<file path="config.mk">
export PLATFORM = sky130hd
export DESIGN_NAME = mmu_router
export DESIGN_NICKNAME = d
export VERILOG_FILES = /design/src/rtl/mmu_router.sv
export SDC_FILE = /design/constraint.sdc
export NUM_CORES = 1
export LEC_CHECK = 0
export CAP_MARGIN = 10
export CORE_ASPECT_RATIO = 1.2
export CORE_MARGIN = 3
export CORE_UTILIZATION = 48
export DETAILED_ROUTE_END_ITERATION = 10
export PLACE_DENSITY = 0.85
export SLEW_MARGIN = 10
export SYNTH_ARGS = -nofsm -noshare
export SYNTH_HDL_FRONTEND = slang
export SYNTH_SLANG_ARGS = --single-unit
</file>
<file path="constraint.sdc">
create_clock -name clk -period 4.4 [get_ports clk]
set_clock_uncertainty 0.05 [all_clocks]
set_input_delay 0.44 -clock clk [delete_from_list [all_inputs] [get_ports clk]]
set_output_delay 0.44 -clock clk [all_outputs]
set_load 0.01 [all_outputs]
</file>
<file path="src/rtl/mmu_router.sv">
// Data-bus router: GPIO/timer register window, storage controller pass-through, one response per request.
// Optional storage timeout is enabled by defining MMU_ROUTER_TIMEOUT_EN.
module mmu_router #(
  parameter int unsigned MEM_W          = 32,
  parameter int unsigned N_GPIO         = 10,
  parameter int unsigned N_TIMERS       = 1,
  parameter logic [31:0] PERIPH_BASE    = 32'h0000_0100,
  parameter logic [31:0] SRAM_BASE      = 32'h0000_1000,
  parameter logic [31:0] EXT_BASE       = 32'h0000_2000,
  parameter int unsigned TIMEOUT_CYCLES = 1024
) (
  input  logic                    clk,
  input  logic                    rst,
  input  logic                    vproc_mem_req_o,
  input  logic [31:0]             vproc_mem_addr_o,
  input  logic                    vproc_mem_we_o,
  input  logic [MEM_W/8-1:0]      vproc_mem_be_o,
  input  logic [MEM_W-1:0]        vproc_mem_wdata_o,
  output logic                    vproc_mem_rvalid_i,
  output logic                    vproc_mem_err_i,
  output logic [MEM_W-1:0]        vproc_mem_rdata_i,
  output logic                    stor_req,
  output logic                    stor_we,
  output logic [31:0]             stor_addr,
  output logic [MEM_W/8-1:0]      stor_be,
  output logic [MEM_W-1:0]        stor_wdata,
  input  logic [MEM_W-1:0]        stor_rdata,
  input  logic                    stor_valid,
  input  logic                    stor_err,
  input  logic [N_TIMERS-1:0]     timer_is_high,
  output logic [32*N_TIMERS-1:0]  timer_set_val,
  output logic [N_TIMERS-1:0]     set_timer,
  input  logic [N_GPIO-1:0]       gpio_in,
  output logic [N_GPIO-1:0]       gpio_out,
  output logic [N_GPIO-1:0]       gpio_oe,
  output logic                    overlap_err
);

  localparam logic [31:0] WIN_SIZE = 32'h100;

  typedef enum logic [1:0] {IDLE, RESP, STOR_WAIT} state_e;

  state_e                  state_q;
  logic                    rvalid_q, err_q, stor_req_q, stor_we_q, overlap_q;
  logic [MEM_W-1:0]        rdata_q, stor_wdata_q;
  logic [31:0]             stor_addr_q;
  logic [MEM_W/8-1:0]      stor_be_q;
  logic [N_GPIO-1:0]       dir_q, out_q, sync1_q, sync2_q;
  logic [N_GPIO-1:0]       dir_d, out_d;
  logic [N_TIMERS-1:0]     set_timer_q;
  logic [32*N_TIMERS-1:0]  timer_set_val_q;
`ifdef MMU_ROUTER_TIMEOUT_EN
  logic [31:0]             cnt_q;
`endif

  logic [31:0]             off;
  logic                    in_win, aligned, hit_dir, hit_out, hit_in, hit_tmr;
  logic                    reg_ok, stor_ok, wr_reg, tmr_rd;
  logic [N_TIMERS-1:0]     tmr_sel;
  logic [MEM_W-1:0]        reg_rdata;

  always_comb begin
    off     = vproc_mem_addr_o - PERIPH_BASE;
    in_win  = (vproc_mem_addr_o >= PERIPH_BASE) && (off < WIN_SIZE);
    aligned = (vproc_mem_addr_o[1:0] == 2'b00);
    hit_dir = (off == 32'h0);
    hit_out = (off == 32'h4);
    hit_in  = (off == 32'h8);
    tmr_sel = '0;
    tmr_rd  = 1'b0;
    for (int k = 0; k < N_TIMERS; k++) begin
      if (off == 32'h10 + 32'(4 * k)) begin
        tmr_sel[k] = 1'b1;
        tmr_rd     = timer_is_high[k];
      end
    end
    hit_tmr = |tmr_sel;
    reg_ok  = in_win && aligned &&
              (hit_dir || hit_out || hit_tmr || (hit_in && !vproc_mem_we_o));
    // Storage: everything from SRAM_BASE up, except writes into the read-only external range.
    stor_ok = (vproc_mem_addr_o >= SRAM_BASE) &&
              !(vproc_mem_we_o && (vproc_mem_addr_o >= EXT_BASE));
    wr_reg  = (state_q == IDLE) && vproc_mem_req_o && reg_ok && vproc_mem_we_o;

    reg_rdata = '0;
    if (hit_dir)      reg_rdata[N_GPIO-1:0] = dir_q;
    else if (hit_out) reg_rdata[N_GPIO-1:0] = out_q;
    else if (hit_in)  reg_rdata[N_GPIO-1:0] = sync2_q;
    else if (hit_tmr) reg_rdata[0]          = tmr_rd;

    // Byte-masked GPIO updates; bits at or above N_GPIO simply do not exist.
    dir_d = dir_q;
    out_d = out_q;
    for (int i = 0; i < N_GPIO; i++) begin
      if (wr_reg && hit_dir && vproc_mem_be_o[i/8]) dir_d[i] = vproc_mem_wdata_o[i];
      if (wr_reg && hit_out && vproc_mem_be_o[i/8]) out_d[i] = vproc_mem_wdata_o[i];
    end
  end

  always_ff @(posedge clk or negedge rst) begin
    if (!rst) begin
      state_q         <= IDLE;
      rvalid_q        <= 1'b0;
      err_q           <= 1'b0;
      rdata_q         <= '0;
      stor_req_q      <= 1'b0;
      stor_we_q       <= 1'b0;
      stor_addr_q     <= '0;
      stor_be_q       <= '0;
      stor_wdata_q    <= '0;
      overlap_q       <= 1'b0;
      dir_q           <= '0;
      out_q           <= '0;
      sync1_q         <= '0;
      sync2_q         <= '0;
      set_timer_q     <= '0;
      timer_set_val_q <= '0;
`ifdef MMU_ROUTER_TIMEOUT_EN
      cnt_q           <= '0;
`endif
    end else begin
      dir_q       <= dir_d;
      out_q       <= out_d;
      sync1_q     <= gpio_in;
      sync2_q     <= sync1_q;
      set_timer_q <= '0;
      if (vproc_mem_req_o && (state_q != IDLE)) overlap_q <= 1'b1;
      case (state_q)
        IDLE: begin
          if (vproc_mem_req_o) begin
            if (stor_ok) begin
              stor_req_q   <= 1'b1;
              stor_we_q    <= vproc_mem_we_o;
              stor_addr_q  <= vproc_mem_addr_o;
              stor_be_q    <= vproc_mem_be_o;
              stor_wdata_q <= vproc_mem_wdata_o;
`ifdef MMU_ROUTER_TIMEOUT_EN
              cnt_q        <= '0;
`endif
              state_q      <= STOR_WAIT;
            end else begin
              rvalid_q <= reg_ok;
              err_q    <= !reg_ok;
              rdata_q  <= (reg_ok && !vproc_mem_we_o) ? reg_rdata : '0;
              if (wr_reg && hit_tmr) begin
                set_timer_q <= tmr_sel;
                for (int k = 0; k < N_TIMERS; k++)
                  if (tmr_sel[k]) timer_set_val_q[32*k +: 32] <= vproc_mem_wdata_o;
              end
              state_q <= RESP;
            end
          end
        end
        RESP: begin
          rvalid_q <= 1'b0;
          err_q    <= 1'b0;
          rdata_q  <= '0;
          state_q  <= IDLE;
        end
        STOR_WAIT: begin
          if (stor_valid || stor_err) begin
            stor_req_q <= 1'b0;
            rvalid_q   <= !stor_err;
            err_q      <= stor_err;
            rdata_q    <= stor_err ? '0 : stor_rdata;
            state_q    <= RESP;
          end
`ifdef MMU_ROUTER_TIMEOUT_EN
          else if (cnt_q == 32'(TIMEOUT_CYCLES - 1)) begin
            stor_req_q <= 1'b0;
            err_q      <= 1'b1;
            state_q    <= RESP;
          end else begin
            cnt_q <= cnt_q + 32'd1;
          end
`endif
        end
        default: state_q <= IDLE;
      endcase
    end
  end

  assign vproc_mem_rvalid_i = rvalid_q;
  assign vproc_mem_err_i    = err_q;
  assign vproc_mem_rdata_i  = rdata_q;
  assign stor_req           = stor_req_q;
  assign stor_we            = stor_we_q;
  assign stor_addr          = stor_addr_q;
  assign stor_be            = stor_be_q;
  assign stor_wdata         = stor_wdata_q;
  assign timer_set_val      = timer_set_val_q;
  assign set_timer          = set_timer_q;
  assign gpio_out           = out_q;
  assign gpio_oe            = dir_q;
  assign overlap_err        = overlap_q;

endmodule
</file>
==> results.toml, run 1 <==
[status]
outcome = "finished, final reports clean"

[floorplanning]
num_rows = 48
start_util_pct = 49.87
die-area_sq_um = 16750
num_io_pins = 275
coreArea_sq_um = 14650
die_y_um = 141.2
die_w_um = 118.6

[worst_setup_path]
worstSetupPathType = "in -> reg"
start_kind = "input port"
required_ps = 4650
cp.arrival_ps = 3940
worstSetupEndpointType = "flip-flop"
worstPathMaxFanout = 8

[sta]
finalCritPeriodShare_pct = 83.70
slew_headroom_pct = 31.14
tns_ps = 0
hold_viol_final = 0
finalSetupViolCount = 0
rsz0062_at_grt = "no"
fin_crit_ps = 3683
worst_pin_slew_ps = 1033
drv_slew = 0
fmax_mhz = 271.5

[synthesis]
syn_area_sq_um = 7308
syn_nets = 679
synth-seq-cells = 180
ys_types = 44
synth_area_leader_cell = "dfrtp_1"
ys_top_cells_by_count = "180 x dfrtp_1, 119 x mux2_2, 59 x nand2_1"
yosys.area.top_type_share_pct = 61.63
synthFlopType = "dfrtp_1"
yosys-top-cells-area = "dfrtp_1 62%, mux2_2 18%, nand2_1 3.0%, mux2i_1 3.0%, o21ai_0 2.1%"
yosys_warnings = 0
synth_most_common_cell = "dfrtp_1"
synth_edf_count = 0
synthArstFlopShare_pct = 100.0
syn_avg_cell_area_sq_um = 13.07
syn_inst = 559
synth-seq-area-share_pct = 61.63

[drt]
wire_per_inst_um = 19.60
dr_total_vias = 5522
viasPerCell = 5.294
firstDrtPassIters = 4
ant_nets = 0
initialDrtViolationCount = 239
drcViolationCount = 0
wl_um = 20440

[clocking]
cts.sinks = 180
cts_tree = "done"
cts_max_level = 4
cts_hold_buf = 0
cts_buffer_depth = 2
cts_setup_buffers = 0
cts_resized = 0
root_buffer = "clkbuf_16"
clock_latency_ps = 420
clk_pin_slew_ps = 60
cts_buffers = 17

[global_route]
antenna_found_initial = 0
grt_pass1_vias = 6018
overflow = 0
track_usage_pct = 24.61
grt_pass1_wl_um = 32430
grt_max_degree = 113

[run]
maxCapViolations = 0

[place]
place_hpwl_um = 15350
io_buffers = 274
gp_congestion = 0.8330

[layout]
area_growth_pct = 48.57
nFillCells = 1039
nets = 950
fin_util_pct = 74.09
drive_gt1_share_pct = 20.05
diodes = 0

[power]
power.density_nw_per_um2 = 504.8
ir_worst_vdd_v = 0.0003175
leakagePower_uw = 0.004734

[hold_path]
min_path_type = "in -> async"
==> layout make-up <==
class | instances | area (sq um) | share of cell area (%)
flip-flops and latches | 180 | 4504 | 41.48
repair buffers | 279 | 2806 | 25.85
multi-input cells | 344 | 2695 | 24.82
clock buffers | 22 | 474.2 | 4.367
well taps | 200 | 250.2 | 2.305
clock inverters | 10 | 97.59 | 0.8988
inverters | 8 | 30.03 | 0.2766
==> per-stage QoR <==
step	power [uW]	instances	setup WS, ps	hold slack, ps	cell area (sq um)
6_report	5481	1043	717.1	100.6	10860
5_1_grt	5738	1043	550.7	175.0	10860
3_5_place_dp	4080	1011	288.2	290.3	10290
2_1_floorplan	2989	559	1215	94.41	7308
4_1_cts	5536	1043	730.1	154.2	10860
3_3_place_gp	4002	1011	451.4	282.1	10290
==> cell families (layout without fill, tap and decap cells) <==
family | count (synthesis) | after routing | synth area share (%)
adder cells (fa/ha/maj) | 3 | 3 | 0.5137
AO/OA/AOI/OAI | 70 | 70 | 5.393
XOR/XNOR | 1 | 1 | 0.1199
AND/OR/NAND/NOR | 129 | 129 | 9.176
multiplexers | 141 | 141 | 21.35
flip-flops | 180 | 180 | 61.63
buffers and inverters | 35 | 319 | 1.815
==> sequential cells by signal, summed over array words and instances (netlist names), 4 cells and up <==
register,cells
gpio_oe,10
gpio_out,10
stor_addr,32
stor_be,4
stor_wdata,32
sync1_q,10
sync2_q,10
timer_set_val,32
vproc_mem_rdata_i,32
==> critical path, stage by stage <==
cell and delay, ps:
clkdlybuf4s50_1 460, nor4_1 660, nor3b_2 400, nand3_1 140, mux2i_1 170, or4_4 610, nor4_4 640, mux2_2 410
==> worst paths after layout <==
kind                                      start                     to  slack, ps  cells after the start
setup / recovery           vproc_mem_addr_o[14]            gpio_out[5]        720                      8
hold / removal                              rst  vproc_mem_rdata_i[23]        100                      1
setup reg to reg                     state_q[0]  vproc_mem_rdata_i[13]       1560                      8
hold reg to reg                      sync1_q[5]             sync2_q[5]        300                      0
max in group asynchronous                   rst     vproc_mem_rvalid_i       3220                      2
min in group clk                     sync1_q[5]             sync2_q[5]        300                      0
==> power breakdown <==
group	switching, uW	internal (uW)
combinational	762	1050
clock	620	828
sequential	195	2030
==> cells in the final DEF, fill, tap and decap left out, types with 3 or more instances in the layout <==
cell / synthesis / layout
nand2_1: 59 / 59
o21ai_1: 9 / 9
mux2_2: 119 / 119
ha_1: 3 / 3
mux2i_1: 22 / 22
nand4_1: 5 / 5
a21oi_1: 16 / 16
dfrtp_1: 180 / 180
and3_1: 9 / 9
nor4_1: 5 / 5
nor3_1: 6 / 6
o21ai_0: 30 / 29
buf_4: 0 / 3
clkbuf_16: 0 / 17
nor2_1: 20 / 20
inv_1: 8 / 8
clkinvlp_4: 0 / 3
nor2b_1: 4 / 4
clkbuf_8: 0 / 3
clkdlybuf4s50_1: 0 / 273
or4_1: 4 / 4
==> per-layer routing <==
layer,GRT usage (%),part of all wire (%)
met5,0,0
met2,44.25,53
met1,27.87,37
met3,7.022,6.6
met4,8.969,2.6
Note: power is estimated with default switching activity, not from simulation.
==> run 2, diff against run 1 <==
--- a/config.mk
+++ b/config.mk
@@ -8,9 +8,9 @@
 export CAP_MARGIN = 10
 export CORE_ASPECT_RATIO = 1.2
 export CORE_MARGIN = 3
-export CORE_UTILIZATION = 48
+export CORE_UTILIZATION = 44
 export DETAILED_ROUTE_END_ITERATION = 10
-export PLACE_DENSITY = 0.85
+export PLACE_DENSITY = 0.79
 export SLEW_MARGIN = 10
 export SYNTH_ARGS = -nofsm -noshare
 export SYNTH_HDL_FRONTEND = slang
==> constraint.sdc (replaced) <==
create_clock -name clk -period 3.6 [get_ports clk]
set_clock_uncertainty 0.05 [all_clocks]
set_input_delay 0.36 -clock clk [delete_from_list [all_inputs] [get_ports clk]]
set_output_delay 0.36 -clock clk [all_outputs]
set_load 0.01 [all_outputs]
==> results.toml, run 2 (same netlist as run 1, synthesis figures left out) <==
[layout]
area_growth_pct = 51.10
drive_gt1_share_pct = 21.93
layout_commonest_cell = "clkdlybuf4s50_1"
fin_cells = 1074
fin_util_pct = 67.87
final_cell_mix = "273 x clkdlybuf4s50_1, 180 x dfrtp_1, 119 x mux2_2, 59 x nand2_1, 29 x o21ai_0"
nFillCells = 1241
diodes = 0
stdcell_area_sq_um = 11040
nets = 970

[sta]
slew_headroom_pct = 44.61
rsz0062_at_grt = "no"
tns_ps = 0
hold_viol_final = 0
worst_pin_slew_ps = 830.9
fmax_mhz = 308.6
setup_ws_ps = 359.2
finalSetupViolCount = 0
finalCritPeriodShare_pct = 90.02
drv_slew = 0
fin_crit_ps = 3241

[drt]
wire_per_inst_um = 18.66
ant_nets = 0
route.met2.wl_um = 10670
route.met3.wl_um = 1496
firstDrtPassIters = 4
drcViolationCount = 0
initialDrtViolationCount = 309
viasPerCell = 5.138
drt-met1-wl_um = 7494
highest_layer = "met4"
dr_total_vias = 5518
wl_um = 20040

[status]
outcome = "finished, final reports clean"

[global_route]
grt_max_degree = 82
track_usage_pct = 22.54
grt_pass1_wl_um = 31730
antenna_found_initial = 0
grt_pass1_vias = 5977
overflow = 0

[power]
power.density_nw_per_um2 = 608.0
leakagePower_uw = 0.004837
ir_worst_vdd_v = 0.0004287

[place]
place_hpwl_um = 15200
gp_congestion = 0.8518
pre_cts_slack_ps = -56.67
place_inst = 1042
place_area_sq_um = 10470
io_buffers = 274

[clocking]
root_buffer = "clkbuf_16"
cts_max_level = 4
clk_pin_slew_ps = 70
clock_latency_ps = 410
cts.sinks = 180
cts_tree = "done"
cts_buffer_depth = 2
cts_buffers = 17

[worst_setup_path]
required_ps = 3880
max_stage_delay_ps = 670
cpMostUsedCell = "or4_1"
cp.arrival_ps = 3520
cp_slowest_cell = "or4_1"
worstSetupPathType = "in -> reg"
worstSetupEndpointType = "flip-flop"
worstPathMaxFanout = 9
worstPathCellList = "clkdlybuf4s50_1, or4_1, nor2_1, nand3_2, o32a_1, or4_4, or4_1, o21ai_1"
start_kind = "input port"

[floorplanning]
num_rows = 51
die_y_um = 147.2
start_util_pct = 44.91
coreArea_sq_um = 16270
die-area_sq_um = 18200
die_w_um = 123.7
num_io_pins = 275

[hold_path]
min_path_type = "reg -> reg"

[run]
maxCapViolations = 0
-- run 2: stage by stage --
stage	hold slack [ps]	total power [uW]
CTS	303.5	6795
global route	307.3	7082
finish	301.5	6715
global placement	289.4	4936
detailed placement	286.3	5016
floorplan	14.41	3654
-- run 2: path summary, 6_finish.rpt --
kind | from | to | slack (ps) | depth (start not counted)
max in group asynchronous | rst | timer_set_val[16] | 2160 | 3
worst max register to register | state_q[0] | vproc_mem_rdata_i[6] | 1170 | 9
worst min register to register | sync1_q[8] | sync2_q[8] | 300 | 0
worst min-delay path | sync1_q[8] | sync2_q[8] | 300 | 0
min in group asynchronous | rst | vproc_mem_rdata_i[28] | 500 | 2
worst max-delay path | vproc_mem_addr_o[20] | vproc_mem_rdata_i[6] | 360 | 8
-- run 2: per-layer routing --
layer	track usage, %	vias to the layer above
met5	0	-
met4	6.482	0
met3	7.124	25
met2	39.51	197
met1	26.18	2736
li1	-	2560
-- run 2: where the power goes --
part	internal, uW	total (uW)	switching [uW]
combinational	1310	2240	935
sequential	2480	2710	232
clock	979	1760	785
total	4760	6710	1950
-- run 2: cell type report --
| cell class | count | area (sq um) | share of cell area [%] |
|---|---|---|---|
| clock inverter | 13 | 125.1 | 1.133 |
| clock buffer | 18 | 439.2 | 3.977 |
| timing repair buffer | 299 | 2984 | 27.02 |
| inverter | 8 | 30.03 | 0.2719 |
| tap | 212 | 265.3 | 2.402 |
| sequential | 180 | 4504 | 40.79 |
| multi-input combinational | 344 | 2695 | 24.41 |
-- run 2: repair_timing --
item / CTS / global route
endpoints found under the hold margin: 78 / 0
hold buffers: 1 / 0
setup buffers: 0 / 0
endpoints found under the setup margin: 0 / 0
resized for setup: 0 / 0
-- run 2: critical path, delay by kind of cell --
family / cells / cell delay (ps)
compound gates: 2 / 580
buf+inv: 1 / 420
simple gates: 5 / 2160
